==> src/rtl/ram_imagen_arbiter_if.sv <==
// Read-requester and frame-buffer RAM signals of the image frame-buffer arbiter.
// slave = arbiter side, master = requester / RAM side.
interface ram_imagen_arbiter_if #(
  parameter int ADDR_W = 19
) ();
  logic              rd_req;
  logic [ADDR_W-1:0] rd_adr;
  logic              rd_ack;
  logic [7:0]        rd_dat;
  logic              ram_we;
  logic              ram_re;
  logic [ADDR_W-1:0] ram_adr;
  logic [7:0]        ram_dat_w;
  logic [7:0]        ram_dat_r;

  modport slave (
    input  rd_req, rd_adr, ram_dat_r,
    output rd_ack, rd_dat, ram_we, ram_re, ram_adr, ram_dat_w
  );

  modport master (
    output rd_req, rd_adr, ram_dat_r,
    input  rd_ack, rd_dat, ram_we, ram_re, ram_adr, ram_dat_w
  );
endinterface

==> src/rtl/ram_imagen_arbiter.sv <==
// Frame-buffer port owner: sequences one camera frame capture and shares the single
// RAM port with a bus reader through a one-pixel skid register.
//   state   | meaning
//   IDLE    | no capture armed
//   ARMED   | waiting for cam_frame_start, pixels ignored
//   CAPTURE | writing pixels at wr_adr
//   DONE    | full frame written
module ram_imagen_arbiter #(
  parameter int H_RES  = 640,
  parameter int V_RES  = 480,
  parameter int ADDR_W = 19
) (
  input  logic                 clk_i,
  input  logic                 rst,
  input  logic                 cap_start,
  output logic                 cap_busy,
  output logic                 cap_done,
  output logic                 frame_err,
  input  logic                 cam_frame_start,
  input  logic                 cam_pix_valid,
  input  logic [7:0]           cam_pix_data,
  ram_imagen_arbiter_if.slave  bus
);
  localparam int PIX = H_RES * V_RES;
  localparam logic [ADDR_W-1:0] LAST = ADDR_W'(PIX - 1);

  typedef enum logic [1:0] {IDLE, ARMED, CAPTURE, DONE} state_t;

  state_t            state, state_nxt;
  logic [ADDR_W-1:0] wr_adr, wr_adr_nxt;
  logic              skid_full, skid_full_nxt;
  logic [7:0]        skid_dat, skid_dat_nxt;
  logic              deferred, deferred_nxt;
  logic              frame_err_nxt;
  logic              rd_ack_q;
  logic [7:0]        rd_dat_q;

  logic restart, cap_pix, skid_v, rd_elig;
  logic grant_skid, grant_rd, grant_dir, wr_any, wr_last;

  always_ff @(posedge clk_i) begin
    if (!rst) begin
      state     <= IDLE;
      wr_adr    <= '0;
      skid_full <= 1'b0;
      skid_dat  <= '0;
      deferred  <= 1'b0;
      frame_err <= 1'b0;
      rd_ack_q  <= 1'b0;
      rd_dat_q  <= '0;
    end else begin
      state     <= state_nxt;
      wr_adr    <= wr_adr_nxt;
      skid_full <= skid_full_nxt;
      skid_dat  <= skid_dat_nxt;
      deferred  <= deferred_nxt;
      frame_err <= frame_err_nxt;
      rd_ack_q  <= grant_rd;
      if (rd_ack_q) rd_dat_q <= bus.ram_dat_r;
    end
  end

  always_comb begin
    restart    = (state == CAPTURE) && cam_frame_start;
    cap_pix    = (state == CAPTURE) && cam_pix_valid && !cam_frame_start;
    // a restart flushes the skid, so its pixel no longer competes for the port
    skid_v     = skid_full && !restart;
    rd_elig    = bus.rd_req && !rd_ack_q;
    grant_skid = skid_v;
    grant_rd   = rd_elig && !skid_v && (!cap_pix || deferred);
    grant_dir  = cap_pix && !skid_v && !grant_rd;
    wr_any     = grant_skid || grant_dir;
    wr_last    = wr_any && (wr_adr == LAST);

    state_nxt     = state;
    wr_adr_nxt    = wr_adr;
    skid_full_nxt = skid_full;
    skid_dat_nxt  = skid_dat;
    deferred_nxt  = deferred;
    frame_err_nxt = frame_err;

    if (rd_elig) deferred_nxt = !grant_rd;
    if (wr_any) wr_adr_nxt = wr_adr + ADDR_W'(1);

    // pixels arriving while the last address is written belong to no frame
    if (grant_skid) begin
      skid_full_nxt = cap_pix && !wr_last;
      skid_dat_nxt  = cam_pix_data;
    end else if (grant_rd && cap_pix) begin
      skid_full_nxt = 1'b1;
      skid_dat_nxt  = cam_pix_data;
    end

    case (state)
      IDLE, DONE: begin
        if (cap_start) begin
          state_nxt     = ARMED;
          wr_adr_nxt    = '0;
          frame_err_nxt = 1'b0;
        end
      end
      ARMED: begin
        if (cam_frame_start) state_nxt = CAPTURE;
      end
      CAPTURE: begin
        if (restart) begin
          frame_err_nxt = 1'b1;
          wr_adr_nxt    = '0;
          skid_full_nxt = 1'b0;
        end else if (wr_last) begin
          state_nxt = DONE;
        end
      end
      default: state_nxt = IDLE;
    endcase
  end

  assign bus.ram_we    = rst && wr_any;
  assign bus.ram_re    = rst && grant_rd;
  assign bus.ram_adr   = !rst      ? '0 :
                         grant_rd  ? bus.rd_adr :
                         wr_any    ? wr_adr : '0;
  assign bus.ram_dat_w = !rst       ? '0 :
                         grant_skid ? skid_dat :
                         grant_dir  ? cam_pix_data : '0;
  assign bus.rd_ack    = rd_ack_q;
  assign bus.rd_dat    = rd_ack_q ? bus.ram_dat_r : rd_dat_q;

  assign cap_busy = (state == ARMED) || (state == CAPTURE);
  assign cap_done = (state == DONE);
endmodule
==> src/flat_wrapper.sv <==
// flat-port wrapper written by rule: the top's interface ports become plain ports
module ram_imagen_arbiter_flat 
#(
  parameter int H_RES  = 640,
  parameter int V_RES  = 480,
  parameter int ADDR_W = 19
)
  (clk_i, rst, cap_start, cap_busy, cap_done, frame_err, cam_frame_start, cam_pix_valid, cam_pix_data, bus_rd_req, bus_rd_adr, bus_ram_dat_r, bus_rd_ack, bus_rd_dat, bus_ram_we, bus_ram_re, bus_ram_adr, bus_ram_dat_w);
  ram_imagen_arbiter_if #(.ADDR_W(ADDR_W)) bus_i ();
  input  logic clk_i;
  input  logic rst;
  input  logic cap_start;
  output logic cap_busy;
  output logic cap_done;
  output logic frame_err;
  input  logic cam_frame_start;
  input  logic cam_pix_valid;
  input  logic [7:0] cam_pix_data;
  input wire logic [$bits(bus_i.rd_req)-1:0] bus_rd_req;
  input wire logic [$bits(bus_i.rd_adr)-1:0] bus_rd_adr;
  input wire logic [$bits(bus_i.ram_dat_r)-1:0] bus_ram_dat_r;
  output wire logic [$bits(bus_i.rd_ack)-1:0] bus_rd_ack;
  output wire logic [$bits(bus_i.rd_dat)-1:0] bus_rd_dat;
  output wire logic [$bits(bus_i.ram_we)-1:0] bus_ram_we;
  output wire logic [$bits(bus_i.ram_re)-1:0] bus_ram_re;
  output wire logic [$bits(bus_i.ram_adr)-1:0] bus_ram_adr;
  output wire logic [$bits(bus_i.ram_dat_w)-1:0] bus_ram_dat_w;
  assign bus_i.rd_req = bus_rd_req;
  assign bus_i.rd_adr = bus_rd_adr;
  assign bus_i.ram_dat_r = bus_ram_dat_r;
  assign bus_rd_ack = bus_i.rd_ack;
  assign bus_rd_dat = bus_i.rd_dat;
  assign bus_ram_we = bus_i.ram_we;
  assign bus_ram_re = bus_i.ram_re;
  assign bus_ram_adr = bus_i.ram_adr;
  assign bus_ram_dat_w = bus_i.ram_dat_w;
  ram_imagen_arbiter #(.H_RES(H_RES), .V_RES(V_RES), .ADDR_W(ADDR_W)) u_core (.clk_i(clk_i), .rst(rst), .cap_start(cap_start), .cap_busy(cap_busy), .cap_done(cap_done), .frame_err(frame_err), .cam_frame_start(cam_frame_start), .cam_pix_valid(cam_pix_valid), .cam_pix_data(cam_pix_data), .bus(bus_i));
endmodule
==> config.mk <==
export PLATFORM = sky130hd
export DESIGN_NAME = ram_imagen_arbiter_flat
export DESIGN_NICKNAME = d
export VERILOG_FILES = /design/src/rtl/ram_imagen_arbiter_if.sv /design/src/rtl/ram_imagen_arbiter.sv /design/src/flat_wrapper.sv
export SDC_FILE = /design/constraint.sdc
export NUM_CORES = 1
export LEC_CHECK = 0
export CAP_MARGIN = 10
export CORE_MARGIN = 4
export CORE_UTILIZATION = 45
export DETAILED_ROUTE_END_ITERATION = 8
export PLACE_DENSITY_LB_ADDON = 0.3
export SLEW_MARGIN = 10
export SYNTH_ARGS = -nofsm -noshare
export SYNTH_HDL_FRONTEND = slang
export SYNTH_SLANG_ARGS = --single-unit
==> constraint.sdc <==
create_clock -name clk_i -period 4.4 [get_ports clk_i]
set_input_delay 1.1 -clock clk_i [delete_from_list [all_inputs] [get_ports clk_i]]
set_output_delay 1.1 -clock clk_i [all_outputs]
set_load 0.005 [all_outputs]
After elaboration in Yosys (flattened, before gate mapping) --
Cells that the tools add are included.
Word-level totals: output and inout bits 41, word-level logic and storage cells 73, register bits 41, input port bits 41
Cells by class: equal/unequal tests 9, add/subtract/negate cells 1, reductions and logical operators 30, multiplexer cells 25
Operators by type and width (count):
- 19-bit 2-to-1 mux | 6
- 8-bit 2-to-1 mux | 6
- 19-bit case mux with 2 select lines | 1
- 19-bit by 1-bit adder with 19-bit output (second input constant) | 1
- 19-bit equality test (second input constant) | 1
- 1-bit logical AND | 14
- 2-bit 2-to-1 mux | 4
- 1-bit zero test | 7
- 1-bit 2-to-1 mux | 6
- 2-bit inequality test (second input constant) | 3
- 2-bit case mux with 3 select lines | 1
- 2-bit equality test (second input constant) | 2
- 2-bit by 1-bit inequality test with 1-bit output (second input constant) | 2
- 4-bit AND reduction | 1
- 2-bit nonzero test | 2
- 1-bit logical OR | 3
- 3-bit AND reduction | 1
- 2-bit by 1-bit equality test with 1-bit output (second input constant) | 1
- 2-bit zero test | 1
- 1-bit case mux with 2 select lines | 1
- 2-bit OR reduction | 1

Longest topological paths before layout --
depth after elaboration 16, gate-level depth with buffers 10, mapped depth without buffers 8

Worst setup path after synthesis --
Ideal clock, no wire load.
path type input to output, start input port cam_frame_start, end output port bus_ram_adr[11], arrival time 2458 ps, cell stages on the path 8, slack 842 ps, data required time 3300 ps, path through clkbuf_1 -> nand3b_1 -> o31a_1 -> inv_1 -> and2_1 -> buf_2 -> buf_2 -> a22o_1
On the way: cells in the longest elaborated chain, start to end 12, elaborated cells between the ends (all ways) 17
Ends and longest elaborated chain:
- start, declared | line flat_wrapper.sv:16 | input logic cam_frame_start;
- 1-bit logical AND | line ram_imagen_arbiter.sv:64 | restart = (state == CAPTURE) && cam_frame_start;
- 1-bit zero test | line ram_imagen_arbiter.sv:67 | skid_v = skid_full && !restart;
- 1-bit logical AND | line ram_imagen_arbiter.sv:67
- 1-bit zero test | line ram_imagen_arbiter.sv:70, ram_imagen_arbiter.sv:71
- 1-bit logical AND (2 in series) | line ram_imagen_arbiter.sv:70 | grant_rd = rd_elig && !skid_v && (!cap_pix || deferred);
- 1-bit zero test | line ram_imagen_arbiter.sv:71 | grant_dir = cap_pix && !skid_v && !grant_rd;
- 1-bit logical AND | line ram_imagen_arbiter.sv:71
- 1-bit logical OR | line ram_imagen_arbiter.sv:72 | wr_any = grant_skid || grant_dir;
- 19-bit 2-to-1 mux | line ram_imagen_arbiter.sv:122 | wr_any ? wr_adr : '0;
- 19-bit 2-to-1 mux * | line ram_imagen_arbiter.sv:121 | grant_rd ? bus.rd_adr :
- 19-bit 2-to-1 mux * | line ram_imagen_arbiter.sv:120 | assign bus.ram_adr = !rst ? '0 :
- end, declared | line flat_wrapper.sv:26 | output wire logic [$bits(bus_i.ram_adr)-1:0] bus_ram_adr;
Mark *: on every way between the ends. The rest lies on a longest branch, timed or not.

Worst setup path after layout --
start input port cam_frame_start, end output port bus_ram_adr[6]
The elaborated chain is that of the path after synthesis.

==> results.cfg <==
[global_routing]
grt_pass1_vias = 1972
antenna_found_initial = 0
globalRoute.totalOverflow = 0
grt_max_degree = 34
grt_util_all_layers = 0.189
grt_pass1_wl_um = 9470

[clock_network]
cts_sinks = 41
cts_tree = yes
worstSkewPairLatency_ns = 0.29
postCtsHoldBufs = 0
h-tree-depth = 2
cts_max_path_buffers = 2
path_clk_slew_ns = 0.08
numCtsBuffers = 5
clock-root-buffer = clkbuf_8

[pwr]
leakagePower_nw = 1.17
pwr_density_cell_mw_per_mm2 = 287
irDropWorstVdd_mv = 0.219

[placed_design]
place.gp.congestion = 0.771
place_area_mm2 = 0.00315
dp.cells = 389
numPortBuffers = 81
hpwl_um = 4090

[sta]
relSlewSlack = 0.624
fin_crit_sh = 0.971
worstMarginPinSlew_ns = 0.564
fin_hold_ws_ns = 0.526
fin_setup_tns_ns = 0
rsz0062_at_grt = false
setup_violations = 0
finalHoldViolations = 0
finClkSkew_ns = 0.00313
period_minus_slack_ns = 4.27
slew_viol_final = 0
fmax_mhz = 234

[finish]
areaGrowthSynthToFinish_pct = 44.7
fin_area_mm2 = 0.00326
final_common_cell = clkdlybuf4s50_1
most-common-layout-cells = clkdlybuf4s50_1 (81), dfxtp_1 (41), nor2b_1 (23), nor2_1 (23), a22o_1 (17)
layout.nets = 377
instances_no_fill = 398
diodes = 0
drive_gt1_frac = 0.0997

[worst_setup_path]
crit_path_max_incr_delay_ns = 0.46
startpoint_type = input pin
crit_path_end_kind = output pin
crit_path_max_fanout = 18
critPathArrivalTime_ns = 3.17
crit_top_cell = clkdlybuf4s50_1
worst-setup-path-type = in2out
cp.required_ns = 3.30
path_cells = clkdlybuf4s50_1 -> nand3b_1 -> buf_4 -> o211a_1 -> and2_2 -> a22o_1 -> clkdlybuf4s50_1
cp_slowest_cell = clkdlybuf4s50_1

[logic_synthesis]
async_reset_ff_frac = 0
syn_inst = 248
synth_area_leaders = dfxtp_1 (36%), a22o_1 (6.6%), nor2b_1 (6.4%), xnor2_1 (4.3%), mux2i_1 (4.0%)
ys_warn_count = 0
synth_area_mm2 = 0.00225
synth_seq_area_share = 0.365
ys_types = 43
synth_fp_nets = 295
ys.flop_type = dfxtp_1
synth_top_cell_area_share = 0.365
avgSynthCellArea_um2 = 9.08
synth_edf_count = 0
synth_area_leader_cell = dfxtp_1
ys_seq_elements = 41

[min_path]
hold_path_class = reg2reg

[die]
dieArea_mm2 = 0.00620
die_h_um = 78.7
core-area_mm2 = 0.00479
die_x_um = 78.7
start_util = 0.470
num_rows = 25
ios = 82

[drt]
drt-initial-drc-count = 67
dr.pass1.iters = 4
ant_nets = 0
avgViaCountPerCell = 5.06
drc_errors = 0
routed-via-count = 2015
wl_um = 5460
wl_per_cell_um = 13.7

[run_status]
status = finished clean

[job]
cap_viol_max_count = 0
[stage by stage]
stage | utilization | setup slack, ns | total power, W
6_report | 0.681 | 0.129 | 0.000936
3_5_place_dp | 0.658 | 0.00996 | 0.000676
2_1_floorplan | - | 0.842 | 0.000550
4_1_cts | 0.679 | 0.00176 | 0.000948
5_1_grt | 0.681 | 0.0242 | 0.000994
3_3_place_gp | 0.658 | 0.0207 | 0.000673
[final cells by class]
class / count / area (um2)
clock buffer: 7 / 96.3
fill: 411 / 1530
timing repair buffer: 91 / 898
tap: 67 / 83.8
inverter: 5 / 18.8
sequential: 41 / 821
clock inverter: 1 / 5.00
multi-input combinational: 186 / 1330
[cell usage after synthesis (all sizes together), types with 4 or more instances]
library cell	n
nand4	5
mux2i	9
nand3	4
nor2	23
nor3	5
xnor2	11
a22o	17
dfxtp	41
nor2b	23
nand2	11
xor2	6
a22oi	9
buf	7
ha	6
and4	4
a21oi	4
clkbuf	9
mux2	8
and2	11
and3	4
inv	5
[metal layers]
metal / part of all wire / global-route usage
met2: 0.48 / 0.301
met5: 0 / 0
met1: 0.47 / 0.254
met3: 0.042 / 0.0465
met4: 0.0084 / 0.0559
[worst paths after layout]
kind                     startpoint               end  slack [ns]  cells past startpoint
hold reg to reg    u_core.frame_err  u_core.frame_err        0.53                      2
hold / removal     u_core.frame_err  u_core.frame_err        0.53                      2
setup / recovery    cam_frame_start    bus_ram_adr[6]        0.13                      7
setup reg to reg  u_core.bus.rd_ack   u_core.state[0]        2.30                      7
[power breakdown]
group | switching [W] | total [W] | internal [W] | leakage, nW
Sequential | 0.0000137 | 0.000399 | 0.000386 | 0.332
Combinational | 0.000114 | 0.000268 | 0.000154 | 0.788
Clock | 0.000126 | 0.000268 | 0.000142 | 0.0542
Total | 0.000255 | 0.000936 | 0.000681 | 1.17
[kinds of logic (layout without fill, tap and decap cells)]
group | count (synthesis) | in the layout | share of synthesized area
compound gates | 44 | 44 | 0.156
xor+xnor | 17 | 17 | 0.0661
fa+ha+maj | 6 | 6 | 0.0334
buf+inv | 21 | 104 | 0.0434
flops | 41 | 41 | 0.365
mux | 17 | 17 | 0.0800
simple gates | 102 | 102 | 0.256
[registers in the layout, indices dropped and copies added, names as in the netlist]
register,flops
u_core.skid_dat,8
u_core.state,2
u_core.rd_dat_q,8
u_core.frame_err,1
u_core.deferred,1
u_core.skid_full,1
u_core.bus.rd_ack,1
u_core.wr_adr,19
[critical path, delay by kind of cell]
kind | cells | cell delay [ns]
AO/OA/AOI/OAI | 2 | 0.48
buffers and inverters | 3 | 1.08
AND/OR/NAND/NOR | 2 | 0.52
[timing repair]
item | CTS | global route
buffers inserted | 0 | 1
resized for setup | 0 | 1
endpoints found under the setup margin | 0 | 18
No activity file was read; power rests on OpenSTA's default activity.
